==> config.mk <==
export PLATFORM = sky130hd
export DESIGN_NAME = cache_req_arbiter
export DESIGN_NICKNAME = d
export VERILOG_FILES = /design/src/rtl/cache_req_arbiter.sv
export SDC_FILE = /design/constraint.sdc
export NUM_CORES = 1
export LEC_CHECK = 0
export CORE_AREA = 3 3 100 125
export CTS_BUF_LIST = sky130_fd_sc_hd__clkbuf_4
export CTS_CLUSTER_SIZE = 16
export DETAILED_ROUTE_END_ITERATION = 10
export DIE_AREA = 0 0 103 128
export PLACE_DENSITY = 0.81
export SLEW_MARGIN = 10
export SYNTH_ARGS = -nofsm -noshare
export SYNTH_HDL_FRONTEND = slang
export SYNTH_SLANG_ARGS = --single-unit
==> constraint.sdc <==
create_clock -name clk -period 5.3 [get_ports clk]
set_input_delay 1.325 -clock clk [delete_from_list [all_inputs] [get_ports clk]]
set_output_delay 1.325 -clock clk [all_outputs]
set_load 0.02 [all_outputs]
==> src/rtl/cache_req_arbiter.sv <==
// cache_req_arbiter: round-robin arbiter/sequencer sharing one key/value
// cache between NUM_REQ requesters, one transaction in flight at a time.
//
// Ports:
//   clk, rst            clock, async active-high reset
//   req_valid_i/ready_o per-requester request handshake (ready one-hot)
//   req_op/key/value_i  packed per-requester request fields
//   rsp_valid_o/ready_i per-requester response handshake (valid one-hot)
//   rsp_hit/err/value_o shared response payload
//   cache_*             command port and completion inputs of the cache
//   busy_o              high whenever not idle
//   grant_idx_o         current or last granted requester

package cache_cfg_pkg;
    localparam int KEY_WIDTH   = 16;
    localparam int VALUE_WIDTH = 16;
endpackage

module cache_req_arbiter #(
    parameter int NUM_REQ        = 4,
    parameter int KEY_WIDTH      = cache_cfg_pkg::KEY_WIDTH,
    parameter int VALUE_WIDTH    = cache_cfg_pkg::VALUE_WIDTH,
    parameter int TIMEOUT_CYCLES = 255,
    localparam int IW            = $clog2(NUM_REQ)
) (
    input  logic                           clk,
    input  logic                           rst,
    input  logic [NUM_REQ-1:0]             req_valid_i,
    output logic [NUM_REQ-1:0]             req_ready_o,
    input  logic [2*NUM_REQ-1:0]           req_op_i,
    input  logic [KEY_WIDTH*NUM_REQ-1:0]   req_key_i,
    input  logic [VALUE_WIDTH*NUM_REQ-1:0] req_value_i,
    output logic [NUM_REQ-1:0]             rsp_valid_o,
    input  logic [NUM_REQ-1:0]             rsp_ready_i,
    output logic                           rsp_hit_o,
    output logic                           rsp_err_o,
    output logic [VALUE_WIDTH-1:0]         rsp_value_o,
    output logic                           cache_valid_o,
    input  logic                           cache_ready_i,
    output logic [1:0]                     cache_op_o,
    output logic [KEY_WIDTH-1:0]           cache_key_o,
    output logic [VALUE_WIDTH-1:0]         cache_value_o,
    input  logic                           cache_done_i,
    input  logic                           cache_hit_i,
    input  logic [VALUE_WIDTH-1:0]         cache_value_i,
    output logic                           busy_o,
    output logic [IW-1:0]                  grant_idx_o
);

    typedef enum logic [1:0] {
        IDLE,
        ISSUE,
        WAIT,
        RESP
    } state_t;

    localparam logic [1:0] OP_GET = 2'b01;
    localparam logic [NUM_REQ-1:0] ONE = {{(NUM_REQ-1){1'b0}}, 1'b1};

    state_t           state;
    logic [IW-1:0]    ptr;
    logic [15:0]      cnt;

    logic             win_found;
    logic [IW-1:0]    win_idx;
    int               j;
    logic             hs;
    logic [1:0]       sel_op;
    logic [KEY_WIDTH-1:0]   sel_key;
    logic [VALUE_WIDTH-1:0] sel_value;

    // First valid requester at or above ptr, wrapping around.
    always_comb begin
        win_found = 1'b0;
        win_idx   = '0;
        j         = 0;
        for (int i = 0; i < NUM_REQ; i++) begin
            j = int'(ptr) + i;
            if (j >= NUM_REQ) j = j - NUM_REQ;
            if (!win_found && req_valid_i[j]) begin
                win_found = 1'b1;
                win_idx   = IW'(j);
            end
        end
    end

    // Ready is combinational, gated so it stays low during reset.
    always_comb begin
        req_ready_o = '0;
        if (state == IDLE && !rst && win_found)
            req_ready_o[win_idx] = 1'b1;
    end

    assign hs        = |req_ready_o;
    assign sel_op    = req_op_i[2*int'(win_idx) +: 2];
    assign sel_key   = req_key_i[KEY_WIDTH*int'(win_idx) +: KEY_WIDTH];
    assign sel_value = req_value_i[VALUE_WIDTH*int'(win_idx) +: VALUE_WIDTH];

    always_ff @(posedge clk or posedge rst) begin
        if (rst) begin
            state         <= IDLE;
            ptr           <= '0;
            cnt           <= '0;
            grant_idx_o   <= '0;
            rsp_valid_o   <= '0;
            rsp_hit_o     <= 1'b0;
            rsp_err_o     <= 1'b0;
            rsp_value_o   <= '0;
            cache_valid_o <= 1'b0;
            cache_op_o    <= '0;
            cache_key_o   <= '0;
            cache_value_o <= '0;
            busy_o        <= 1'b0;
        end else begin
            unique case (state)
                IDLE: begin
                    if (hs) begin
                        grant_idx_o   <= win_idx;
                        cache_op_o    <= sel_op;
                        cache_key_o   <= sel_key;
                        cache_value_o <= sel_value;
                        busy_o        <= 1'b1;
                        if (sel_op == 2'b00) begin
                            // Illegal op answers directly, no cache access.
                            rsp_valid_o <= ONE << win_idx;
                            rsp_err_o   <= 1'b1;
                            rsp_hit_o   <= 1'b0;
                            rsp_value_o <= '0;
                            state       <= RESP;
                        end else begin
                            cache_valid_o <= 1'b1;
                            state         <= ISSUE;
                        end
                    end
                end
                ISSUE: begin
                    if (cache_ready_i) begin
                        cache_valid_o <= 1'b0;
                        cnt           <= '0;
                        state         <= WAIT;
                    end
                end
                WAIT: begin
                    // Done has priority over a coincident timeout.
                    if (cache_done_i) begin
                        rsp_valid_o <= ONE << grant_idx_o;
                        rsp_hit_o   <= cache_hit_i;
                        rsp_err_o   <= 1'b0;
                        rsp_value_o <= (cache_op_o == OP_GET) ?
                                       cache_value_i : '0;
                        state       <= RESP;
                    end else if (cnt == 16'(TIMEOUT_CYCLES)) begin
                        rsp_valid_o <= ONE << grant_idx_o;
                        rsp_hit_o   <= 1'b0;
                        rsp_err_o   <= 1'b1;
                        rsp_value_o <= '0;
                        state       <= RESP;
                    end else begin
                        cnt <= cnt + 16'd1;
                    end
                end
                RESP: begin
                    if (rsp_ready_i[grant_idx_o]) begin
                        rsp_valid_o <= '0;
                        rsp_hit_o   <= 1'b0;
                        rsp_err_o   <= 1'b0;
                        rsp_value_o <= '0;
                        busy_o      <= 1'b0;
                        if (grant_idx_o == IW'(NUM_REQ-1))
                            ptr <= '0;
                        else
                            ptr <= grant_idx_o + 1'b1;
                        state <= IDLE;
                    end
                end
                default: state <= IDLE;
            endcase
        end
    end

endmodule

* Word-level counts from Yosys, hierarchy flattened *
Cells that the tools add are included.

storage, ports and cells
  output and inout port bits = 64
  bits in registers = 80
  bits in read-only memories = 0
  word-level logic and storage cells = 147
  memories = 0
  latch bits = 0
  bits in writable memories = 0
  input bits = 165

cells by class
  reductions and logical operators = 24
  shift-type cells = 5
  order comparisons = 11
  add/sub/neg operators = 9
  eq/ne operators = 14
  multiplexer cells = 71
  div/mod/pow operators = 0
  bitwise gates (word level) = 0
  multiply operators = 0

operators with widths
  cell                     number
  $mux W16                 9
  $lt A32 B4 Y1 const B    4
  $mux W32                 4
  $shiftx A64 B7 Y16       2
  $pmux W16 S3             1
  $pmux W16 S2             1
  $mux W1                  27
  $mux W4                  6
  $mux W2                  11
  $add A16 B1 Y16 const B  1
  $eq A16 B8 Y1 const B    1
  $ne A2 B2 Y1 const B     6
  $pmux W4 S3              1
  $reduce_and A4 Y1        3
  $sub A3 B3 Y4 const B    3
  $bmux W1 S2              5
  $ge A3 B3 Y1 const B     3
  $pmux W2 S4              1
  $shiftx A8 B4 Y2         1
  $shl A1 B2 Y4 const A    2
  $add A2 B2 Y3 const B    2
  $eq A2 B2 Y1 const B     3
  $logic_and A1 B1 Y1      6
  $lt A2 B3 Y1 const B     2
  other kinds (19)         29

* Logic depth before layout (Yosys ltp) *
  word-level depth = 23
  mapped depth = 11
  mapped depth without buffers = 8

* Least setup slack after synthesis *
Ideal clock, no wire load.

  path kind = input to output
  from = in rst
  to = out req_ready_o[1]
  path slack = 80 ps
  path buffers = 1
  cell stages on the path = 5
  data required time = 3975 ps
  data arrival time = 3895 ps
  cell sequence = inv_1 -> and3_1 -> buf_2 -> nand2_2 -> nor2_1

between the ends
  word-level cells in the longest chain between the ends = 4

ends and longest elaborated chain
  item                               line  RTL
  start: declaration                 27    input logic rst,
  $logic_not A1 Y1 (no source line)  n/a
  $logic_and A1 B1 Y1 (2 in series)  90    if (state == IDLE && !rst && win_found)
  $mux W4                            90
  end: declaration                   29    output logic [NUM_REQ-1:0] req_ready_o,

No other way between the ends.

* Final worst setup path *
  from = in req_valid_i[3]
  to = out req_ready_o[0]

between the ends
  word-level cells in the longest chain between the ends = 18
  elaborated cells on any way between the ends = 33
  those cells by class = order compare: 2; mux: 23; reduce/logical: 8

ends and longest elaborated chain
  item                                                                       line  RTL
  start: declaration                                                         28    input logic [NUM_REQ-1:0] req_valid_i,
  $bmux W1 S2                                                                80    if (!win_found && req_valid_i[j]) begin
  $mux W1 (not written as such) (2 in series)                                80
  $mux W1                                                                    80
  $logic_not A1 Y1                                                           80
  $logic_and A1 B1 Y1                                                        80
  $mux W1                                                                    80
  $logic_not A1 Y1                                                           80
  $logic_and A1 B1 Y1                                                        80
  $mux W1                                                                    80
  $logic_not A1 Y1                                                           80
  $logic_and A1 B1 Y1                                                        80
  $mux W2                                                                    80
  $lt A2 B3 Y1 (not written as such) / $ge A2 B1 Y1 (equally long branches)  91    req_ready_o[win_idx] = 1'b1;
  $logic_and A1 B1 Y1 (not written as such)                                  91
  $mux W1 (not written as such)                                              91
  $demux W1 S2                                                               91
  $mux W4 (*)                                                                90

Every way passes the cells marked *; elsewhere a longest branch is shown, timed or not. The select of a mux whose other input is x is not followed.

==> impl_metrics.tcl <==
set metrics [dict create \
    cts_buffer_depth 2 \
    setup_violations 0 \
    cts.repair.resized 0 \
    outcome "complete, no violations" \
    num_rows 43 \
    syn_area_sq_um 4750 \
    min_path_cells 2 \
    vias_per_cell 5.26 \
    die_w_microns 103 \
    worst_pin_slew_ns 1.01 \
    yosysUniqueCellTypes 46 \
    path_max_fanout 4 \
    fmax_mhz 210 \
    clk_latency_ns 0.42 \
    p_per_area_nw_per_um2 434 \
    worstSetupPathType "in -> out" \
    ys_seq_area_share_pct 42.1 \
    cts_max_level 3 \
    antenna_found_initial 0 \
    hp-class "reg -> reg" \
    boundaryPins 229 \
    min_period_ns 4.75 \
    ys_ff_latch 80 \
    synthCells 627 \
    crit_family "simple AND/OR/NAND/NOR gates" \
    yosysWarnings 0 \
    slowest_stage "or4_1" \
    finalMaxSlewViolations 0 \
    cts_made_buffers 9 \
    whs_endpoint "cache_key_o[6]" \
    die-area_sq_um 13200 \
    vdd_ir_drop_max_uv 236 \
    slowest_delay_ns 0.59 \
    clk_pin_slew_ns 0.12 \
    core_sq_um 11300 \
    syn_to_final_growth_pct 52.7 \
    postCtsHoldBufs 0 \
    drt_pass1_iterations 6 \
    synth_area_per_cell_sq_um 7.58 \
    dr.first_iter.drc_count 295 \
    grt_pass1_vias 5141 \
    r2r_cells 9 \
    worst_path_most_repeated_cell "clkdlybuf4s50_1" \
    grt_first_pass_wirelength_mm 25.4 \
    crit_path_cell_trace "clkdlybuf4s50_1 -> or4_1 -> and3_1 -> nand2_1 -> nor2_1 -> clkdlybuf4s50_1" \
    power.leakage_nw 3.23 \
    cap_violations 0 \
    cp-start-kind "input port" \
    ys_top_cells_by_area "dfrtp_1, nand2_1, nand3_1, mux2i_1, inv_1" \
    synth_async_sr_flop_share_pct 100 \
    r2r_slack_ns 2.51 \
    cts_tree "built" \
    port_buffers 228 \
    dpl_worst_slack_ns 0.558 \
    arrival_ns 3.43 \
    grt_util_all_layers_pct 24.6 \
    final_cell_area_sq_um 7260 \
    required_ns 3.97 \
    place_area_sq_um 7120 \
    post-cts-setup-buffers 0 \
    setup_tns_ns 0 \
    synth_edf_count 0 \
    routed-via-count 5146 \
    hold_viol_final 0 \
    drt.antenna.violating_nets 0 \
    r2r_end "rsp_err_o" \
    finalCritPeriodShare_pct 89.7 \
    yosysTopAreaCell "dfrtp_1" \
    drt_wl_total_mm 16.2 \
    fin_skew_ns 0.0178 \
    remaining_drc_errors 0 \
    holdWs_ns 0.486 \
    crit_buf_inv 2 \
    synth_top_cell_area_share_pct 42.1 \
    slew_headroom_pct 32.7 \
    total_power_mw 3.15 \
    cts_root_buffer "clkbuf_4" \
    gp_congestion 0.965 \
    grt-ovfl-total 0 \
    grt_max_degree 82 \
    worst_slack_ns 0.548 \
    nets 1009 \
    wl_per_cell_microns 16.6 \
    synth_flop_cell "dfrtp_1" \
    r2r-start "ptr[1]" \
    postSynthNetCount 799 \
    min-delay-start "cache_key_o[6]" \
    numClockSinks 80 \
    rsz0062_at_grt "no" \
    die_y_microns 128 \
    drive_gt1_share_pct 4.63 \
    start_util_pct 42.1 \
    hpwl_mm 12.5 \
    setup.worst_path.end_class "output port" \
]
-- state kept, by name, summed over array words and instances (netlist names), 2 cells and up --
name,flops
cache_key_o,16
grant_idx_o,2
cache_value_o,16
cache_op_o,2
cnt,16
state,2
rsp_value_o,16
ptr,2
rsp_valid_o,4
-- power breakdown --
group	switching (mW)	leakage [nW]	internal, mW
sequential	0.137	1.04	0.803
combinational	1.06	2.12	0.790
clock	0.209	0.0738	0.147
-- worst register-to-register path, cell delays in order, from the launching register on --
cell	delay, ns
dfrtp_1	0.53
a21oi_1	0.11
o21a_1	0.22
o22ai_4	0.22
buf_4	0.27
mux2i_1	0.12
o221a_2	0.32
nor3_4	0.16
buf_4	0.35
mux2_2	0.38
-- cell type report --
type	instances	area, sq um
clock inverter	6	60.1
antenna	1	2.50
inverter	31	118
tap	135	169
sequential	80	2000
multi-input combinational	478	2480
clock buffer	10	75.1
fill	1008	4040
timing repair buffer	237	2350
-- cells in the mapped netlist (all sizes together) (2+ instances only) --
master and instances:
buf 12, nor2b 2, nand2 230, mux2 5, nand3 102, or3 5, o21ai 12, ha 7
mux2i 24, inv 31, dfrtp 80, o2bb2ai 4, o32ai 4, a31oi 2, xnor2 10, nand2b 2
and3 2, clkbuf 26, nand4 3, nor3 10, a21oi 9, nor2 26
-- layout by cell type, fill, tap and decap left out, types with 4 or more instances in the layout --
master / n
nand2_1: 229
clkdlybuf4s50_1: 228
nand3_1: 101
dfrtp_1: 80
inv_1: 30
nor2_1: 26
mux2i_1: 24
o21ai_0: 12
xnor2_1: 10
clkbuf_4: 10
a21oi_1: 9
buf_4: 9
nor3_1: 8
ha_1: 7
or3_1: 5
mux2_2: 5
o32ai_1: 4
o2bb2ai_1: 4
-- worst max path at each step --
stage | from | to | cells past startpoint
after global placement | req_valid_i[3] | req_ready_o[0] | 6
after detailed placement | req_valid_i[3] | req_ready_o[0] | 6
after floorplan | rst | req_ready_o[1] | 5
after CTS | req_valid_i[3] | req_ready_o[0] | 6
after global routing | req_valid_i[3] | req_ready_o[0] | 6
final | req_valid_i[3] | req_ready_o[0] | 6
-- layer usage --
| metal | global-route usage [%] | up-vias | part of all wire (%) |
|---|---|---|---|
| met4 | 9.91 | 0 | 3.2 |
| met2 | 40.0 | 239 | 50 |
| met5 | 0 | - | 0 |
| met3 | 7.89 | 39 | 8.9 |
| met1 | 29.7 | 2384 | 38 |
| li1 | - | 2484 | - |
-- cell families (layout without fill, tap and decap cells) --
family | count (synthesis) | count (layout) | share of synthesized area (%)
AOI/OAI and AO/OA | 42 | 42 | 6.19
xor gates and xnor gates | 10 | 10 | 1.84
adders and majority gates | 7 | 7 | 1.84
buffers and inverters | 69 | 284 | 5.79
DFF | 80 | 80 | 42.1
muxes | 30 | 30 | 6.71
other | 0 | 1 | 0
and+or+nand+nor | 389 | 389 | 35.5
-- stage by stage --
stage               instances  util, %
floorplan                 627        -
global placement          961     63.0
detailed placement        961     63.0
CTS                       977     64.2
global route              977     64.2
finish                    978     64.2
Note: power is estimated with default switching activity, not from simulation.
